--- src/rtl/seq_pkg.sv ---
// Shared constants for the sequential-circuit set: serializer state encodings
// and the default word width used by the serializer and the detectors.
package seq_pkg;

   localparam int SEQ_DEFAULT_WIDTH = 8;

   // One-hot serializer states
   localparam logic [1:0] SER_IDLE  = 2'b01;
   localparam logic [1:0] SER_SHIFT = 2'b10;

endpackage

--- src/rtl/seq_hold_reg.sv ---
// One-word holding buffer for the serializer: a WIDTH-bit data register plus
// a full flag, with load/take/clear controls.
module seq_hold_reg
   import seq_pkg::*;
#(
   parameter int WIDTH = SEQ_DEFAULT_WIDTH
) (
   input  logic             clk,
   input  logic             reset,
   input  logic             clear,
   input  logic             load,
   input  logic             take,
   input  logic [WIDTH-1:0] data_in,
   output logic [WIDTH-1:0] data_q,
   output logic             full_q
);

   logic [WIDTH-1:0] data_d;
   logic             full_d;

   // A load on the same edge as a take refills the buffer, so load wins.
   always_comb begin
      data_d = data_q;
      full_d = full_q;
      if (clear) begin
         data_d = '0;
         full_d = 1'b0;
      end else if (load) begin
         data_d = data_in;
         full_d = 1'b1;
      end else if (take) begin
         full_d = 1'b0;
      end else begin
         full_d = full_q;
      end
   end

   always_ff @(posedge clk or posedge reset) begin
      if (reset) begin
         data_q <= '0;
         full_q <= 1'b0;
      end else begin
         data_q <= data_d;
         full_q <= full_d;
      end
   end

endmodule

--- src/rtl/seq_bit_serializer.sv ---
// Parallel-in/serial-out stage: accepts WIDTH-bit words on a valid/ready
// handshake and emits one registered bit per clock, gap-free between words.
module seq_bit_serializer
   import seq_pkg::*;
#(
   parameter int WIDTH     = SEQ_DEFAULT_WIDTH,
   parameter bit MSB_FIRST = 1'b1
) (
   input  logic             clk,
   input  logic             reset,
   input  logic             clear,
   input  logic [WIDTH-1:0] data_in,
   input  logic             load_valid,
   output logic             load_ready,
   output logic             seq_out,
   output logic             seq_valid,
   output logic             word_done,
   output logic             busy
);

   localparam int             CW       = $clog2(WIDTH);
   localparam logic [CW-1:0]  CNT_LAST = CW'(WIDTH - 1);

   logic [1:0]       state_q, state_d;
   logic [CW-1:0]    cnt_q, cnt_d;
   logic [WIDTH-1:0] shreg_q, shreg_d;
   logic             seq_out_q, seq_out_d;
   logic             seq_valid_q, seq_valid_d;
   logic             word_done_q, word_done_d;
   logic             hold_load_s, hold_take_s;
   logic [WIDTH-1:0] hold_data_s;
   logic             hold_full_s;
   logic             accept_s;

   function automatic logic [WIDTH-1:0] shift_word(input logic [WIDTH-1:0] w);
      if (MSB_FIRST) return {w[WIDTH-2:0], 1'b0};
      else           return {1'b0, w[WIDTH-1:1]};
   endfunction

   function automatic logic first_bit(input logic [WIDTH-1:0] w);
      if (MSB_FIRST) return w[WIDTH-1];
      else           return w[0];
   endfunction

   assign accept_s = load_valid & ~hold_full_s;

   seq_hold_reg #(.WIDTH(WIDTH)) u_hold (
      .clk     (clk),
      .reset   (reset),
      .clear   (clear),
      .load    (hold_load_s),
      .take    (hold_take_s),
      .data_in (data_in),
      .data_q  (hold_data_s),
      .full_q  (hold_full_s)
   );

   // FSM, shift register and bit counter; the last-bit edge chains the next word.
   always_comb begin
      state_d     = state_q;
      cnt_d       = cnt_q;
      shreg_d     = shreg_q;
      hold_load_s = 1'b0;
      hold_take_s = 1'b0;
      if (clear) begin
         state_d = SER_IDLE;
         cnt_d   = '0;
         shreg_d = '0;
      end else begin
         case (state_q)
            SER_IDLE: begin
               if (accept_s) begin
                  shreg_d = data_in;
                  cnt_d   = '0;
                  state_d = SER_SHIFT;
               end else begin
                  state_d = SER_IDLE;
               end
            end
            SER_SHIFT: begin
               if (cnt_q != CNT_LAST) begin
                  shreg_d     = shift_word(shreg_q);
                  cnt_d       = cnt_q + CW'(1);
                  hold_load_s = accept_s;
               end else if (hold_full_s) begin
                  shreg_d     = hold_data_s;
                  cnt_d       = '0;
                  hold_take_s = 1'b1;
                  hold_load_s = accept_s;
               end else if (accept_s) begin
                  shreg_d = data_in;
                  cnt_d   = '0;
               end else begin
                  cnt_d   = '0;
                  state_d = SER_IDLE;
               end
            end
            default: begin
               state_d = SER_IDLE;
               cnt_d   = '0;
            end
         endcase
      end
   end

   // seq_out keeps its last value whenever no word is being shifted.
   always_comb begin
      seq_valid_d = (state_d == SER_SHIFT);
      word_done_d = seq_valid_d && (cnt_d == CNT_LAST);
      if (clear) begin
         seq_out_d = 1'b0;
      end else if (seq_valid_d) begin
         seq_out_d = first_bit(shreg_d);
      end else begin
         seq_out_d = seq_out_q;
      end
   end

   always_ff @(posedge clk or posedge reset) begin
      if (reset) begin
         state_q     <= SER_IDLE;
         cnt_q       <= '0;
         shreg_q     <= '0;
         seq_out_q   <= 1'b0;
         seq_valid_q <= 1'b0;
         word_done_q <= 1'b0;
      end else begin
         state_q     <= state_d;
         cnt_q       <= cnt_d;
         shreg_q     <= shreg_d;
         seq_out_q   <= seq_out_d;
         seq_valid_q <= seq_valid_d;
         word_done_q <= word_done_d;
      end
   end

   assign load_ready = ~hold_full_s;
   assign busy       = (state_q == SER_SHIFT) | hold_full_s;
   assign seq_out    = seq_out_q;
   assign seq_valid  = seq_valid_q;
   assign word_done  = word_done_q;

endmodule

--- config.mk ---
export PLATFORM = sky130hd
export DESIGN_NAME = seq_bit_serializer
export DESIGN_NICKNAME = d
export VERILOG_FILES = /design/src/rtl/seq_pkg.sv /design/src/rtl/seq_hold_reg.sv /design/src/rtl/seq_bit_serializer.sv
export SDC_FILE = /design/constraint.sdc
export NUM_CORES = 1
export LEC_CHECK = 0
export CAP_MARGIN = 20
export CORE_MARGIN = 2
export CORE_UTILIZATION = 55
export DETAILED_ROUTE_END_ITERATION = 7
export PLACE_DENSITY = 0.78
export SETUP_SLACK_MARGIN = 0.2
export SYNTH_ARGS = -nofsm -noshare
export SYNTH_HDL_FRONTEND = slang
export SYNTH_SLANG_ARGS = --single-unit
--- constraint.sdc ---
create_clock -name clk -period 2.9 [get_ports clk]
set_input_delay 0.29 -clock clk [delete_from_list [all_inputs] [get_ports clk]]
set_output_delay 0.29 -clock clk [all_outputs]
set_load 0.05 [all_outputs]
==> results of run 1 <==
[worst min-delay path by stage]
| stage | end | slack, ps | cells past startpoint |
|---|---|---|---|
| 6_report | shreg_q[4]$_DFFE_PP0P_ | 430 | 2 |
| 5_1_grt | u_hold.full_q$_DFFE_PP0P_ | 530 | 2 |
| 4_1_cts | u_hold.data_q[4]$_DFFE_PP0P_ | 480 | 2 |
| 3_5_place_dp | u_hold.data_q[2]$_DFFE_PP0P_ | 510 | 2 |
| 3_3_place_gp | shreg_q[7]$_DFF_PP0_ | 490 | 1 |
| 2_1_floorplan | cnt_q[0]$_DFF_PP0_ | 320 | 1 |
[placed cells by master (no fill, tap or decap), drive strengths merged, types with 2 or more instances in the layout]
cell type       n
mux2            6
nor3            4
dfrtp          24
a31oi           4
a211o           2
clkdlybuf4s50  15
o211ai          6
ha              4
nor3b           2
a21oi           6
a22o            2
a32oi           3
o21ai           4
a211oi          2
nor2           12
buf             5
inv             7
mux2i          11
nand2b         12
nand3           2
and3            2
nand2           5
clkbuf          3
nor2b           2
a221o           5
[cells by family after synthesis]
group	after synthesis	share of synthesized area (%)
muxes	17	12.2
adders and majority gates	4	3.36
DFF	25	42.1
AOI/OAI and AO/OA	38	19.8
buffers and inverters	19	6.48
and+or+nand+nor	44	16.1
[report_power, final]
part | internal, W | total (W) | switching, W
registers | 0.000378 | 0.000400 | 0.0000226
clock network | 0.0000529 | 0.000166 | 0.000114
logic | 0.0000923 | 0.000227 | 0.000135
[final cells by class]
| cell class | instances | area (sq um) |
|---|---|---|
| Multi-Input combinational cell | 103 | 764 |
| Inverter | 7 | 26.3 |
| Clock inverter | 1 | 7.51 |
| Timing Repair Buffer | 21 | 200 |
| Tap cell | 30 | 37.5 |
| Fill cell | 220 | 837 |
| Clock buffer | 3 | 22.5 |
| Sequential cell | 25 | 627 |
[worst register-to-register path: stages (launching register included)]
cell and delay, ps:
dfrtp_1 440, ha_1 200, ha_1 410, nor4bb_1 250, a211o_1 340, a211oi_4 210, mux2_4 320
[state kept, by name, summed over array words and instances (netlist names)]
name           flops
shreg_q            8
u_hold.data_q      8
cnt_q              3
state_q            2
seq_out            1
seq_valid          1
u_hold.full_q      1
word_done          1
[per-layer routing]
metal	global-route usage, %	up-vias	wire [microns]
met5	0	-	0
met1	31.6	573	1520
met3	3.26	7	154
met4	6.80	0	46
li1	-	561	-
met2	34.5	35	1500
[through the flow]
step	instances	hold WS (ps)
floorplan	147	317
global placement	186	490
detailed placement	186	505
CTS	190	480
global route	190	535
finish	190	432
[timing repair]
action,in CTS,in global routing
setup endpoints to repair,0,1
hold buffers,0,0
resized for setup,0,1
buffers inserted,0,0
==> flow_summary.ini, run 1 <==
[outcome]
status = complete, no violations

[synth]
synth_nets = 163
async_flop_share_pct = 100
synth_top_area_share_pct = 40.4
synth_edf_count = 0
netlist_top_cells_area = dfrtp_1 (40%), mux2i_1 (7.4%), nand2b_1 (4.6%), a221o_1 (3.4%), ha_1 (3.4%)
synthFlopType = dfrtp_1
synth.most_common_cell = dfrtp_1
ys_seq_area_share_pct = 42.1
ys_seq_elements = 25
synthesis.instances = 147
yosys.area.top_type = dfrtp_1
syn-cell-area_sq_um = 1490
avgSynthCellArea_sq_um = 10.1
yosys_warnings = 0
yosys-top-cells-count = dfrtp_1 (24), nor2_1 (12), mux2i_1 (11), nand2b_1 (11), inv_1 (7)
synth_cell_types = 39

[placed_design]
place_hpwl_microns = 2260
placed_area_sq_um = 1650
place_congestion = 0.831
io_buffer_count = 16
post-place-ws_ps = 666

[power]
worst_ir_drop_vdd_mv = 0.370
power_density_nw_per_um2 = 471
power_w = 0.000794
p_leak_nw = 0.741

[global_routing]
first_global_vias = 1176
grt_max_degree = 26
grt_antenna_before_repair = 0
grt_pass1_wl_microns = 5530
grt_use_total_pct = 22.1
overflow = 0

[routing]
drt_iter0_markers = 31
drc = 0
first_pass_iters = 4
dr_total_vias = 1176
wire_per_inst_microns = 17.0
antenna_left = 0
wl_microns = 3220
avgViaCountPerCell = 6.19

[floorplanning]
die-area_sq_um = 3140
rows = 18
die_w_microns = 56.0
die_h_microns = 56.0
core_area_sq_um = 2520
ioPinCount = 17
start_util_pct = 59.0

[cts]
numCtsBuffers = 3
clk_latency_ps = 330
htreeDepth = 1
clkSinkCount = 25
cts_root_buffer = clkbuf_4
cts_tree = yes
clockBufferDepth = 2
path_clk_slew_ps = 150

[critical_path]
worstPathArrival_ps = 1970
crit_chain = inv_1 > clkdlybuf4s50_1
cp.required_ps = 2610
endpoint_kind = primary output
cp.depth = 2
rr_worst_depth = 6
rr_startpoint = cnt_q[1]$_DFF_PP0_
cp-startpoint = u_hold.full_q$_DFFE_PP0P_
critPathKind = register to primary output
cp-start-kind = register
path_buf_inv = 2
critPathMaxStageDelay_ps = 820
worstReg2RegEnd = seq_out$_DFFE_PP0P_
worst-r2r-setup-slack_ps = 650
cp_top_family = buffers and inverters
worstPathMaxFanout = 19
crit_end = load_ready
cp_slowest_cell = clkdlybuf4s50_1

[timing]
fin_skew_ps = 8.03
period_needed_ps = 2260
rsz0062_at_grt = no
setup_slack_ps = 636
slew_headroom_pct = 39.0
finalSetupViolCount = 0
tightest_slew_ps = 914
hold_viol_final = 0
fmax_ghz = 0.442
tns_ps = 0
slew_violations = 0
fin_crit_sh_pct = 78.1

[finish]
utilization_pct = 66.8
fin_nets = 177
design_area_sq_um = 1690
areaGrowthSynthToFinish_pct = 13.3
diodes = 0
layout-drive-gt1-share_pct = 11.3

[worst_hold_path]
hold_class = input port to async pin

[job]
cap_violations = 0
(Power assumes the default switching activity.)
==> run 2, diff against run 1 <==
Settings changed: CORE_UTILIZATION 55 to 50, PLACE_DENSITY 0.78 to 0.75.
Clock period 2.9 ns to 2.05 ns, I/O delays scaled along.
==> run 2 against run 1 <==
- hold slack lost 220 ps
- highest routed layer unchanged
- clock skew grew 3.6 ps
- critical path depth grew 4
- register-to-register slack lost 540 ps
- cell area grew 9.9%
- non-clock buffer count grew 12
- sequential share of layout area shrank 3.3 points
- first-iteration DRC count grew 26%
- flip-flop and latch count is the same
- clock power grew 36%
==> flow_summary.ini, run 2 (same netlist as run 1, synthesis figures left out) <==
[global_routing]
first_global_vias = 1263
grt_antenna_before_repair = 0
grt_use_total_pct = 22.6
grt_pass1_wl_microns = 5920
grt_max_degree = 26
overflow = 0

[routing]
drc = 0
avgViaCountPerCell = 6.22
first_pass_iters = 4
wl_microns = 3540
drt_iter0_markers = 39
wire_per_inst_microns = 17.4
dr_total_vias = 1262
antenna_left = 0

[finish]
most-common-layout-cells = dfrtp_1 (24), buf_4 (15), clkdlybuf4s50_1 (14), mux2i_1 (11), nand2b_1 (10)
fin_nets = 189
layout-drive-gt1-share_pct = 24.4
design_area_sq_um = 1850
finalNonFillerCells = 203
layout.cells.most_common = dfrtp_1
fillers = 224
areaGrowthSynthToFinish_pct = 24.5
reg_top3 = shreg_q: 8 flops, u_hold.data_q: 8 flops, cnt_q: 3 flops
diodes = 0

[outcome]
status = complete, no violations

[cts]
clkSinkCount = 25
htreeDepth = 1
cts_root_buffer = clkbuf_4
cts_tree = yes
clockBufferDepth = 2
clk_latency_ps = 320
numCtsBuffers = 3
path_clk_slew_ps = 140
postCtsHoldBufs = 0

[timing]
slew_headroom_pct = 67.0
fin_crit_sh_pct = 94.8
fin_skew_ps = 11.7
tns_ps = 0
period_needed_ps = 1940
tightest_slew_ps = 494
fmax_ghz = 0.515
holdWs_ps = 215
rsz0062_at_grt = yes
finalSetupViolCount = 0
hold_viol_final = 0
slew_violations = 0

[floorplanning]
die_w_microns = 58.5
rows = 19
die-area_sq_um = 3430
core_area_sq_um = 2780
start_util_pct = 53.5
die_h_microns = 58.5
ioPinCount = 17

[critical_path]
cp.required_ps = 2280
endpoint_kind = register
crit_end = seq_out$_DFFE_PP0P_
worstReg2RegEnd = seq_out$_DFFE_PP0P_
cp-startpoint = state_q[0]$_DFF_PP1_
critPathKind = register to register
cp-start-kind = register
worst-r2r-setup-slack_ps = 110
rr_startpoint = state_q[0]$_DFF_PP1_
worstPathMaxFanout = 2
rr_worst_depth = 6
worstPathArrival_ps = 2170

[placed_design]
place_congestion = 0.840
place_hpwl_microns = 2400
io_buffer_count = 16
dp.cells = 194
placed_area_sq_um = 1710

[power]
worst_ir_drop_vdd_mv = 0.592
power_density_nw_per_um2 = 644
p_leak_nw = 0.785

[job]
cap_violations = 0

[worst_hold_path]
hold_class = input port to async pin
## run 2: cell types whose count changed in the layout (fill, tap and decap cells not counted), sizes merged
cell | before | now
dlymetal6s2s | 1 | 0
clkdlybuf4s50 | 15 | 14
buf | 5 | 19
clkinvlp | 1 | 0
clkbuf | 3 | 4
## run 2: layout make-up
cell class | count | area (sq um) | share of cell area (%)
clock buffer | 4 | 26.3 | 1.42
multi-input combinational | 103 | 832 | 44.9
tap | 31 | 38.8 | 2.09
sequential | 25 | 627 | 33.9
inverter | 7 | 26.3 | 1.42
timing repair buffer | 33 | 302 | 16.3
## run 2: timing repair
item | 4_1_cts | 5_1_grt
gates resized for setup | 3 | 15
endpoints found under the setup margin | 13 | 19
cloned | 0 | 0
pin swaps | 4 | 3
buffers inserted | 4 | 1
## run 2: report_power, final
| part | leakage (nW) | switching, W | total, W | internal [W] |
|---|---|---|---|---|
| clock | 0.0150 | 0.000150 | 0.000226 | 0.0000762 |
| sequential | 0.342 | 0.0000328 | 0.000567 | 0.000534 |
| combinational | 0.428 | 0.000219 | 0.000400 | 0.000180 |
| total | 0.785 | 0.000402 | 0.00119 | 0.000790 |
## run 2: worst min-delay path by stage
stage / start / to / slack (ps) / cells past startpoint
2_1_floorplan: reset / cnt_q[0]$_DFF_PP0_ / 230 / 1
3_3_place_gp: shreg_q[7]$_DFF_PP0_ / shreg_q[7]$_DFF_PP0_ / 490 / 1
3_5_place_dp: u_hold.data_q[2]$_DFFE_PP0P_ / u_hold.data_q[2]$_DFFE_PP0P_ / 500 / 2
4_1_cts: reset / u_hold.data_q[4]$_DFFE_PP0P_ / 230 / 3
5_1_grt: reset / shreg_q[3]$_DFFE_PP0P_ / 250 / 3
6_report: reset / u_hold.data_q[4]$_DFFE_PP0P_ / 220 / 3
## run 2: metrics by stage
stage	utilization (%)	setup slack [ps]	total power, W
4_1_cts	63.9	29.4	0.00117
3_5_place_dp	61.6	24.3	0.000920
6_report	66.6	107	0.00119
5_1_grt	66.6	52.8	0.00125
2_1_floorplan	-	71.2	0.000809
3_3_place_gp	61.6	72.2	0.000904
## run 2: critical path: stages (launching register included)
cell,delay [ps]
dfstp_2,570
inv_2,40
ha_4,210
a211o_1,210
a211o_1,280
a211oi_4,220
mux2_4,320
## run 2: routing by layer
layer	wire length (microns)	GRT usage [%]	up-vias
li1	-	-	584
met1	1520	31.3	617
met2	1710	36.1	51
met3	184	1.98	10
met4	117	10.3	0
met5	0	0	-
